## src/rtl/vx_tag_pool.sv

```systemverilog
// Tag allocator: grants the lowest-index free tag each cycle and takes tags back by index.
// Occupancy is held as a free mask plus a registered count; flush and reset free every tag.
module vx_tag_pool #(
  parameter int NUM_TAGS = 8,
  parameter int TAGW     = (NUM_TAGS > 1) ? $clog2(NUM_TAGS) : 1,
  parameter int CNTW     = $clog2(NUM_TAGS + 1)
) (
  input  logic                clk,
  input  logic                reset,
  input  logic                alloc_valid,
  output logic                alloc_ready,
  output logic [TAGW-1:0]     alloc_tag,
  input  logic                release_valid,
  input  logic [TAGW-1:0]     release_tag,
  input  logic                flush,
  output logic                release_err,
  output logic [NUM_TAGS-1:0] in_use,
  output logic [CNTW-1:0]     count,
  output logic                full,
  output logic                empty
);

  localparam logic [TAGW:0]   TAG_LIMIT  = (TAGW + 1)'(NUM_TAGS);
  localparam logic [CNTW-1:0] FULL_COUNT = CNTW'(NUM_TAGS);

  logic [NUM_TAGS-1:0] free_mask;
  logic [NUM_TAGS-1:0] free_mask_n;
  logic [NUM_TAGS-1:0] grant_onehot;
  logic [NUM_TAGS-1:0] release_onehot;
  logic [CNTW-1:0]     count_r;
  logic                release_err_r;
  logic                alloc_fire;
  logic                release_in_range;
  logic                release_ok;
  logic                release_bad;

  // Grant comes only from registered state, so a same-cycle release is never bypassed.
  always_comb begin
    // NOTE: default before the loop so every path assigns alloc_tag; without it a latch is inferred.
    alloc_tag = '0;
    for (int i = NUM_TAGS - 1; i >= 0; i--) begin
      if (free_mask[i]) alloc_tag = TAGW'(i);
    end
  end

  assign grant_onehot = free_mask & (~free_mask + NUM_TAGS'(1));
  assign alloc_ready  = (|free_mask) && !flush;
  assign alloc_fire   = alloc_valid && alloc_ready;

  // Out-of-range tags decode to an empty mask and therefore never count as allocated.
  assign release_in_range = {1'b0, release_tag} < TAG_LIMIT;
  assign release_onehot   = release_in_range ? (NUM_TAGS'(1) << release_tag) : '0;
  assign release_ok       = release_valid && !flush && (|(release_onehot & ~free_mask));
  assign release_bad      = release_valid && !flush && !release_ok;

  // Grant and release bits are always distinct, so clear-then-set order is irrelevant.
  always_comb begin
    free_mask_n = free_mask;
    if (alloc_fire) free_mask_n = free_mask_n & ~grant_onehot;
    if (release_ok) free_mask_n = free_mask_n | release_onehot;
  end

  always_ff @(posedge clk or posedge reset) begin
    if (reset) begin
      free_mask     <= '1;
      count_r       <= '0;
      release_err_r <= 1'b0;
    end else if (flush) begin
      free_mask     <= '1;
      count_r       <= '0;
      release_err_r <= 1'b0;
    end else begin
      // NOTE: non-blocking assignments so every register samples pre-edge values.
      free_mask     <= free_mask_n;
      count_r       <= count_r + CNTW'(alloc_fire) - CNTW'(release_ok);
      release_err_r <= release_bad;
    end
  end

  assign in_use      = ~free_mask;
  assign count       = count_r;
  assign full        = (count_r == FULL_COUNT);
  assign empty       = (count_r == '0);
  assign release_err = release_err_r;

`ifndef SYNTHESIS
  count_matches_mask: assert property (@(posedge clk) disable iff (reset)
    $countones(~free_mask) == int'(count_r))
    else $error("vx_tag_pool: count disagrees with occupancy mask");

`ifdef VX_TAG_POOL_STRICT_RELEASE
  legal_release: assert property (@(posedge clk) disable iff (reset) !release_bad)
    else $error("vx_tag_pool: release of a free or out-of-range tag");
`endif
`endif

endmodule

```

## config.mk

```make
export PLATFORM = sky130hd
export DESIGN_NAME = vx_tag_pool
export DESIGN_NICKNAME = d
export VERILOG_FILES = /design/src/rtl/vx_tag_pool.sv
export SDC_FILE = /design/constraint.sdc
export NUM_CORES = 1
export LEC_CHECK = 0
export ABC_CLOCK_PERIOD_IN_PS = 6600
export CORE_ASPECT_RATIO = 0.8
export CORE_MARGIN = 2
export CORE_UTILIZATION = 45
export CTS_BUF_LIST = sky130_fd_sc_hd__clkbuf_8
export CTS_CLUSTER_DIAMETER = 100
export DETAILED_ROUTE_END_ITERATION = 8
export PLACE_DENSITY = 0.79
export SLEW_MARGIN = 5
export SYNTH_ARGS = -nofsm -noshare
export SYNTH_HDL_FRONTEND = slang
export SYNTH_SLANG_ARGS = --single-unit
```

## constraint.sdc

```tcl
create_clock -name clk -period 6.6 [get_ports clk]
set_clock_uncertainty 0.15 [all_clocks]
set_input_delay 1.32 -clock clk [delete_from_list [all_inputs] [get_ports clk]]
set_output_delay 1.32 -clock clk [all_outputs]
set_load 0.01 [all_outputs]
```

==> reports/metrics.yaml, run 1 <==
setup_path:
  crit_path_end_kind: "output pin"
  crit_path_start: "flush"
  worstPathMaxFanout: 12
  path_class: "primary input to output pin"
  worstPathRequired_ps: 5130
  cp_data_arrival_time_ps: 2830
  worstSetupStartpointType: "primary input"
  timing.rr.start: "free_mask[4]"
layout:
  stdcell_count: 152
  area_growth_pct: 34.5
  layout.nets: 144
  final_common_cell: "clkdlybuf4s50_1"
  layout_common_cells: "26 x clkdlybuf4s50_1, 16 x inv_1, 8 x nor2_1, 8 x a21oi_1, 8 x dfstp_2"
  fillers: 173
  drive_gt1_frac: 0.141
  diodes: 0
yosys:
  syn_area_um2: 930
  synth_top_family_by_area: "compound AO/OA/AOI/OAI gates"
  synth_compound_area_frac: 0.201
  synth_seq_area_share: 0.361
  synth-main-ff-cell: "dfstp_2"
  synth_seq_cells: 13
  ys_warn_count: 0
  synth_area_per_cell_um2: 9.30
  yosys.area.top_type_share: 0.226
  yosys.area_share.simple: 0.187
  synth_nets: 115
  synth_top_cell_by_area: "dfstp_2"
  synth.area.top_cells: "dfstp_2 23%, dfrtp_1 13%, ha_1 8.1%, inv_1 6.1%, a21oi_1 4.3%"
  synth_edf_count: 0
  synthMuxAreaShare: 0.0538
  async_reset_ff_frac: 1.00
  syn_inst: 100
  synth_fa_ha_area_frac: 0.102
  yosysUniqueCellTypes: 34
  synthXorXnorAreaFrac: 0.0188
power:
  p_per_area_mw_per_mm2: 189
  pwr-share-comb: 0.327
  vdd_drop_max_v: 0.000169
  seqPwrFrac: 0.386
  internal-power_uw: 170
  p_leak_nw: 0.546
  clockPowerShare: 0.287
  p_sw_uw: 66.9
  switching_share: 0.283
floorplanning:
  fp.coreArea_mm2: 0.00191
  die-area_mm2: 0.00245
  pin_count: 27
  die_w_um: 54.8
  initial_core_util: 0.487
  die_h_um: 44.7
  rows: 14
placed_design:
  portBuffers: 26
  dp_cells: 148
  hpwl_um: 1780
  gp_congestion: 0.859
global_routing:
  antenna_found_initial: 0
  grt_pass1_vias: 837
  overflow: 0
  grt_max_degree: 14
  grt_use_total: 0.223
  grt_pass1_wl_um: 3880
timing:
  slew_violations: 0
  slew_headroom: 0.679
  fin_crit_sh: 0.652
  fmax_mhz: 232
  post-route-min-period_ps: 4300
  rsz0062_at_grt: "no"
  tns_ps: 0
  finalSetupViolations: 0
  tightestPinTransition_ps: 481
  hold_viol: 0
clock_network:
  cts.sinks: 13
  clk_latency_ps: 240
  cts_buffers: 3
  postCtsSetupRepairBufs: 0
  clk_path_buf_depth: 2
  holdBufCountCts: 0
  root_buffer: "clkbuf_8"
  htreeDepth: 1
  post_cts_resized: 0
  clk_pin_slew_ps: 50
  cts_tree: "built"
drt:
  firstDrtPassIters: 4
  wirelength_um: 2230
  vias_per_cell: 5.56
  routedWlPerCell_um: 14.7
  vias: 845
  drc: 0
  ant_nets: 0
  drtIter0Drc: 39
flow_run:
  drv_cap: 0
hold_path:
  hp-start: "free_mask[7]"
  hp-class: "flip-flop to flip-flop"
run_status:
  outcome: "complete, no violations"
## cell usage after synthesis, drive strengths merged (2+ instances only)
| library cell | count |
|---|---|
| o31ai | 4 |
| dfrtp | 5 |
| mux2 | 2 |
| dfstp | 8 |
| ha | 6 |
| nand3 | 4 |
| nand2 | 5 |
| a21oi | 8 |
| nor3b | 3 |
| nand2b | 2 |
| or2b | 2 |
| mux2i | 2 |
| o21ai | 5 |
| nor2 | 8 |
| o211ai | 2 |
| nor2b | 2 |
| xnor2 | 2 |
| inv | 15 |
## routing by layer
layer	global-route usage	share of wire	vias up	routed length, um
met1	0.298	0.41	405	925
li1	-	-	400	-
met4	0.0550	0.0040	0	9
met2	0.336	0.49	38	1090
met3	0.0878	0.092	2	205
met5	0	0	-	0
## final cells by class
type	count	area [um^2]	area share
Clock buffer	3	41.3	0.0330
Clock inverter	1	3.75	0.00300
Inverter	15	56.3	0.0450
Multi-Input combinational cell	70	523	0.418
Sequential cell	13	335	0.268
Tap cell	24	30.0	0.0240
Timing Repair Buffer	26	260	0.208
## critical path, cell delays in order
cell	delay, ps
clkdlybuf4s50_1	630
a31oi_1	300
clkdlybuf4s50_1	570
## through the flow
step | hold slack [ps] | area (um^2) | power [mW] | worst slack (ps) | utilization
after floorplan | 368 | 930 | 0.133 | 3160 | -
after global placement | 407 | 1200 | 0.168 | 2350 | 0.631
after detailed placement | 418 | 1200 | 0.171 | 2310 | 0.631
after CTS | 433 | 1250 | 0.241 | 2310 | 0.655
after global routing | 485 | 1250 | 0.253 | 2250 | 0.655
final | 431 | 1250 | 0.237 | 2300 | 0.655
## state kept, by name, summed over array words and instances, names as in the netlist
signal,flops
free_mask,8
count,4
release_err,1
## power by group through the flow
| stage | clock (mW) | combinational, mW | sequential (mW) |
|---|---|---|---|
| after CTS | 0.0706 | 0.0783 | 0.0916 |
| final | 0.0679 | 0.0774 | 0.0915 |
| after detailed placement | 0 | 0.0778 | 0.0929 |
| after global placement | 0 | 0.0755 | 0.0923 |
| after floorplan | 0 | 0.0384 | 0.0942 |
| after global routing | 0.0745 | 0.0860 | 0.0930 |
## final timing paths
| kind | cells past startpoint | endpoint | slack (ps) |
|---|---|---|---|
| max in group asynchronous | 2 | free_mask[3] | 4710 |
| min in group asynchronous | 2 | release_err | 1240 |
| worst max register to register | 10 | count[2] | 3850 |
| worst min-delay path | 2 | free_mask[7] | 430 |
| worst min register to register | 2 | free_mask[7] | 430 |
| worst max-delay path | 3 | alloc_ready | 2300 |
## logic make-up after synthesis
logic type               count (synthesis)
AO/OA/AOI/OAI                           25
XOR/XNOR                                 2
adder cells (fa/ha/maj)                  7
buffers and inverters                   17
flip-flops                              13
multiplexers                             4
AND/OR/NAND/NOR                         32
Note: power is estimated with default switching activity, not from simulation.
==> inputs of run 2 (changes only) <==
Settings changed: ABC_CLOCK_PERIOD_IN_PS 6600 to 4200.
Clock period 6.6 ns to 4.2 ns, I/O delays scaled along.
==> run 2 against run 1 <==
  * Final area rose by 0.60%
  * Utilization rose by 0.39 points
  * Combinational power rose by 56%
  * Power rose by 59%
  * Critical endpoint is now count[2]
  * Critical path type is now primary input to flip-flop
  * Hold slack got worse by 7.9 ps
  * Clock-buffer cell count did not move
  * Die area did not move
  * Critical path depth rose by 7
  * Clock power rose by 63%
  * Highest routed layer unchanged
==> reports/metrics.yaml, run 2 (synthesis results as in run 1) <==
run_status:
  outcome: "complete, no violations"
global_routing:
  grt_use_total: 0.230
  grt_use_met1: 0.347
  overflow: 0
  grt_max_degree: 14
  grt_pass1_vias: 826
  grt.busiest_layer: "met1"
  grt.met2_usage: 0.298
  grt_pass1_wl_um: 3910
  grt_util_met3: 0.0845
  antenna_found_initial: 0
setup_path:
  crit_path_start: "release_tag[0]"
  timing.rr.start: "free_mask[7]"
  endpoint: "count[2]"
  path_cells: "clkdlybuf4s50_1 -> mux2i_1 -> a221oi_4 -> nor3b_1 -> ha_1 -> inv_1 -> ha_1 -> fa_1 -> xnor2_1 -> nor2_1"
  r2r_end: "count[2]"
  path_class: "primary input to flip-flop"
  worstSetupStartpointType: "primary input"
  crit_path_end_kind: "flip-flop"
  r2r_cells: 9
  slowest_stage: "clkdlybuf4s50_1"
  worstPathRequired_ps: 4180
  r2r_setup_slack_ps: 1480
  cpPeakStageDelay_ps: 680
  cp_common_cell: "ha_1"
  worstPathMaxFanout: 10
  cp_data_arrival_time_ps: 3440
flow_run:
  drv_cap: 0
drt:
  drtIter0Drc: 23
  firstDrtPassIters: 4
  ant_nets: 0
  vias_per_cell: 5.56
  vias: 850
  drc: 0
  wirelength_um: 2160
  routedWlPerCell_um: 14.1
floorplanning:
  initial_core_util: 0.487
  fp.coreArea_mm2: 0.00191
  rows: 14
  die_h_um: 44.7
  die_w_um: 54.8
  pin_count: 27
  die-area_mm2: 0.00245
layout:
  area_growth_pct: 35.3
  largest-register: "free_mask"
  fillers: 151
  final_common_cell: "clkdlybuf4s50_1"
  layout_common_cells: "26 x clkdlybuf4s50_1, 16 x inv_1, 8 x nor2_1, 8 x a21oi_1, 8 x dfstp_2"
  drive_gt1_frac: 0.147
  layout.nets: 145
  stdcell_count: 153
  largest_reg_flops: 8
  diodes: 0
clock_network:
  htreeDepth: 1
  clk_path_buf_depth: 2
  post_cts_resized: 0
  root_buffer: "clkbuf_8"
  postCtsSetupRepairBufs: 0
  cts_buffers: 3
  clk_pin_slew_ps: 60
  cts_tree: "built"
  cts.sinks: 13
  holdBufCountCts: 0
  clk_latency_ps: 240
timing:
  fin_crit_sh: 0.824
  post-route-min-period_ps: 3460
  slew_headroom: 0.690
  rsz0062_at_grt: "no"
  hold_viol: 0
  slew_violations: 0
  tightestPinTransition_ps: 465
  finalSetupViolations: 0
  fmax_mhz: 289
  tns_ps: 0
power:
  switching_share: 0.288
  internal-power_uw: 267
  clockPowerShare: 0.295
  p_per_area_mw_per_mm2: 299
  pwr-share-comb: 0.322
  vdd_drop_max_v: 0.000255
  p_sw_uw: 108
  seqPwrFrac: 0.383
  p_leak_nw: 0.550
placed_design:
  dp_cells: 149
  hpwl_um: 1640
  gp_congestion: 0.912
  portBuffers: 26
hold_path:
  hp-class: "flip-flop to flip-flop"
-- run 2: area by class of cell --
class | instances | area [um^2] | area share
multi-input cells | 70 | 523 | 0.416
repair buffers | 27 | 268 | 0.213
well taps | 24 | 30.0 | 0.0239
clock inverters | 1 | 3.75 | 0.00299
inverters | 15 | 56.3 | 0.0448
flip-flops and latches | 13 | 335 | 0.267
clock buffers | 3 | 41.3 | 0.0328
-- run 2: stage by stage --
stage / total power [mW] / area, um^2 / util / hold slack, ps / worst slack (ps)
4_1_cts: 0.380 / 1260 / 0.659 / 419 / 752
6_report: 0.375 / 1260 / 0.659 / 423 / 738
5_1_grt: 0.400 / 1260 / 0.659 / 462 / 592
3_5_place_dp: 0.267 / 1210 / 0.635 / 412 / 496
3_3_place_gp: 0.264 / 1210 / 0.635 / 411 / 605
2_1_floorplan: 0.208 / 930 / - / 368 / 1240
-- run 2: power groups by stage --
stage          registers, mW  clock network [mW]  logic, mW
2_1_floorplan          0.148                   0     0.0604
3_3_place_gp           0.146                   0      0.118
3_5_place_dp           0.145                   0      0.121
4_1_cts                0.144               0.114      0.122
5_1_grt                0.145               0.121      0.133
6_report               0.144               0.111      0.121
-- run 2: worst min path at each step --
stage / startpoint / endpoint / slack, ps / cells past startpoint
after floorplan: free_mask[5] / free_mask[5] / 370 / 2
after global placement: free_mask[7] / free_mask[7] / 410 / 2
after detailed placement: free_mask[7] / free_mask[7] / 410 / 2
after CTS: free_mask[7] / free_mask[7] / 420 / 2
after global routing: free_mask[7] / free_mask[7] / 460 / 2
final: free_mask[7] / free_mask[7] / 420 / 2
-- run 2: layer usage --
layer  up-vias  share of wire  wire, um
li1        405              -         -
met1       408           0.46       993
met2        35           0.45       970
met3         2          0.080       173
met4         0         0.0084        18
met5         -              0         0
-- run 2: worst max-delay path, delay by kind of cell --
family                     cells  cell delay (ps)
AOI/OAI and AO/OA              1              510
xor gates and xnor gates       1              140
adders and majority gates      3              870
buffers and inverters          2              720
muxes                          1              190
and+or+nand+nor                2              160
==> inputs of run 3 (changes only) <==
Settings changed: ABC_CLOCK_PERIOD_IN_PS 4200 to 3350.
Clock period 4.2 ns to 3.35 ns, I/O delays scaled along.
==> run 3 against run 2 <==
  * Cell count grew 2.0%
  * Sequential share of layout area fell by 0.47 points
  * Combinational power rose by 29%
  * Power increased by 27%
  * Hold slack worse by 2.7 ps
  * Clock-buffer cell count did not move
  * Register-to-register slack got worse by 650 ps
  * Largest cell class unchanged
==> reports/metrics.yaml, run 3 (synthesis results as in run 1) <==
clock_network:
  clk_latency_ps: 250
  clk_path_buf_depth: 2
  root_buffer: "clkbuf_8"
  cts.sinks: 13
  cts_buffers: 3
  clk_pin_slew_ps: 50
  post_cts_resized: 0
  htreeDepth: 1
  holdBufCountCts: 0
  cts_tree: "built"
  postCtsSetupRepairBufs: 0
placed_design:
  hpwl_um: 1860
  gp_congestion: 0.945
  dp_worst_setup_slack_ps: 5.96
  dpl_cell_area_mm2: 0.00123
  portBuffers: 26
timing:
  fin_crit_sh: 0.925
  slew_violations: 0
  fin_ws_ps: 250
  tns_ps: 0
  post-route-min-period_ps: 3100
  fmax_mhz: 323
  hold_viol: 0
  rsz0062_at_grt: "no"
  slew_headroom: 0.667
  finalSetupViolations: 0
  tightestPinTransition_ps: 500
layout:
  largest_reg_flops: 8
  fillers: 148
  area_growth_pct: 37.7
  layout.nets: 148
  final_common_cell: "clkdlybuf4s50_1"
  fin_area_mm2: 0.00128
  layout_common_cells: "26 x clkdlybuf4s50_1, 16 x inv_1, 8 x nor2_1, 8 x a21oi_1, 8 x dfstp_2"
  largest-register: "free_mask"
  diodes: 0
  drive_gt1_frac: 0.167
hold_path:
  hp-class: "flip-flop to flip-flop"
  hp-start: "free_mask[7]"
  hold-path-cell-count: 2
  hold_end: "free_mask[7]"
flow_run:
  drv_cap: 0
floorplanning:
  die-area_mm2: 0.00245
  die_h_um: 44.7
  die_w_um: 54.8
  fp.coreArea_mm2: 0.00191
  rows: 14
  pin_count: 27
  initial_core_util: 0.487
setup_path:
  cp_data_arrival_time_ps: 3080
  timing.rr.start: "free_mask[4]"
  crit_path_end_kind: "flip-flop"
  r2r_setup_slack_ps: 830
  r2r_cells: 10
  r2r_end: "count[2]"
  worstPathRequired_ps: 3330
  worstSetupStartpointType: "primary input"
  path_class: "primary input to flip-flop"
  worstPathMaxFanout: 6
power:
  p_leak_nw: 0.564
  p_per_area_mw_per_mm2: 373
  vdd_drop_max_v: 0.000361
global_routing:
  overflow: 0
  grt_max_degree: 14
  grt_pass1_vias: 823
  grt_use_total: 0.217
  antenna_found_initial: 0
  grt_pass1_wl_um: 3680
drt:
  drtIter0Drc: 27
  vias_per_cell: 5.56
  firstDrtPassIters: 4
  routedWlPerCell_um: 15.2
  wirelength_um: 2370
  ant_nets: 0
  vias: 868
  drc: 0
run_status:
  outcome: "complete, no violations"
==> run 3: layout make-up <==
class / count / area (um^2) / share of cell area
timing repair buffer: 30 / 290 / 0.227
clock inverter: 1 / 3.75 / 0.00293
multi-input combinational: 70 / 523 / 0.409
sequential: 13 / 335 / 0.262
inverter: 15 / 56.3 / 0.0440
tap: 24 / 30.0 / 0.0235
clock buffer: 3 / 41.3 / 0.0323
==> run 3: how the worst max path moves through the flow <==
stage / start / to / slack [ps] / cells past startpoint
after floorplan: release_tag[0] / count[2] / 560 / 11
after global placement: release_tag[2] / count[1] / 90 / 10
after detailed placement: release_tag[2] / count[1] / 6 / 10
after CTS: release_tag[2] / count[1] / 260 / 10
after global routing: release_tag[0] / count[1] / 150 / 10
final: release_tag[2] / count[1] / 250 / 10
==> run 3: power by group <==
group,total (mW),internal [mW],switching [mW]
Clock,0.140,0.0812,0.0593
Sequential,0.181,0.171,0.0106
Combinational,0.156,0.0866,0.0698
Total,0.478,0.338,0.140
==> run 3: per-stage QoR <==
stage / hold WS [ps] / total power, mW / utilization / instances
6_report: 421 / 0.478 / 0.670 / 156
5_1_grt: 443 / 0.504 / 0.670 / 156
4_1_cts: 420 / 0.480 / 0.670 / 156
3_5_place_dp: 412 / 0.338 / 0.647 / 152
3_3_place_gp: 397 / 0.334 / 0.647 / 152
2_1_floorplan: 368 / 0.261 / - / 100
==> run 3: worst max-delay path, cell delays in order <==
cell and delay, ps:
clkdlybuf4s50_1 560, or2b_4 330, o22ai_4 200, a221oi_4 50
nor3b_1 200, ha_1 260, inv_1 60, ha_1 190
fa_1 430, nor2b_1 140
==> run 3: per-layer routing <==
metal | wire [um] | global-route usage
met2 | 1110 | 0.343
met3 | 189 | 0.0608
met5 | 0 | 0
met4 | 31 | 0.0700
met1 | 1040 | 0.282
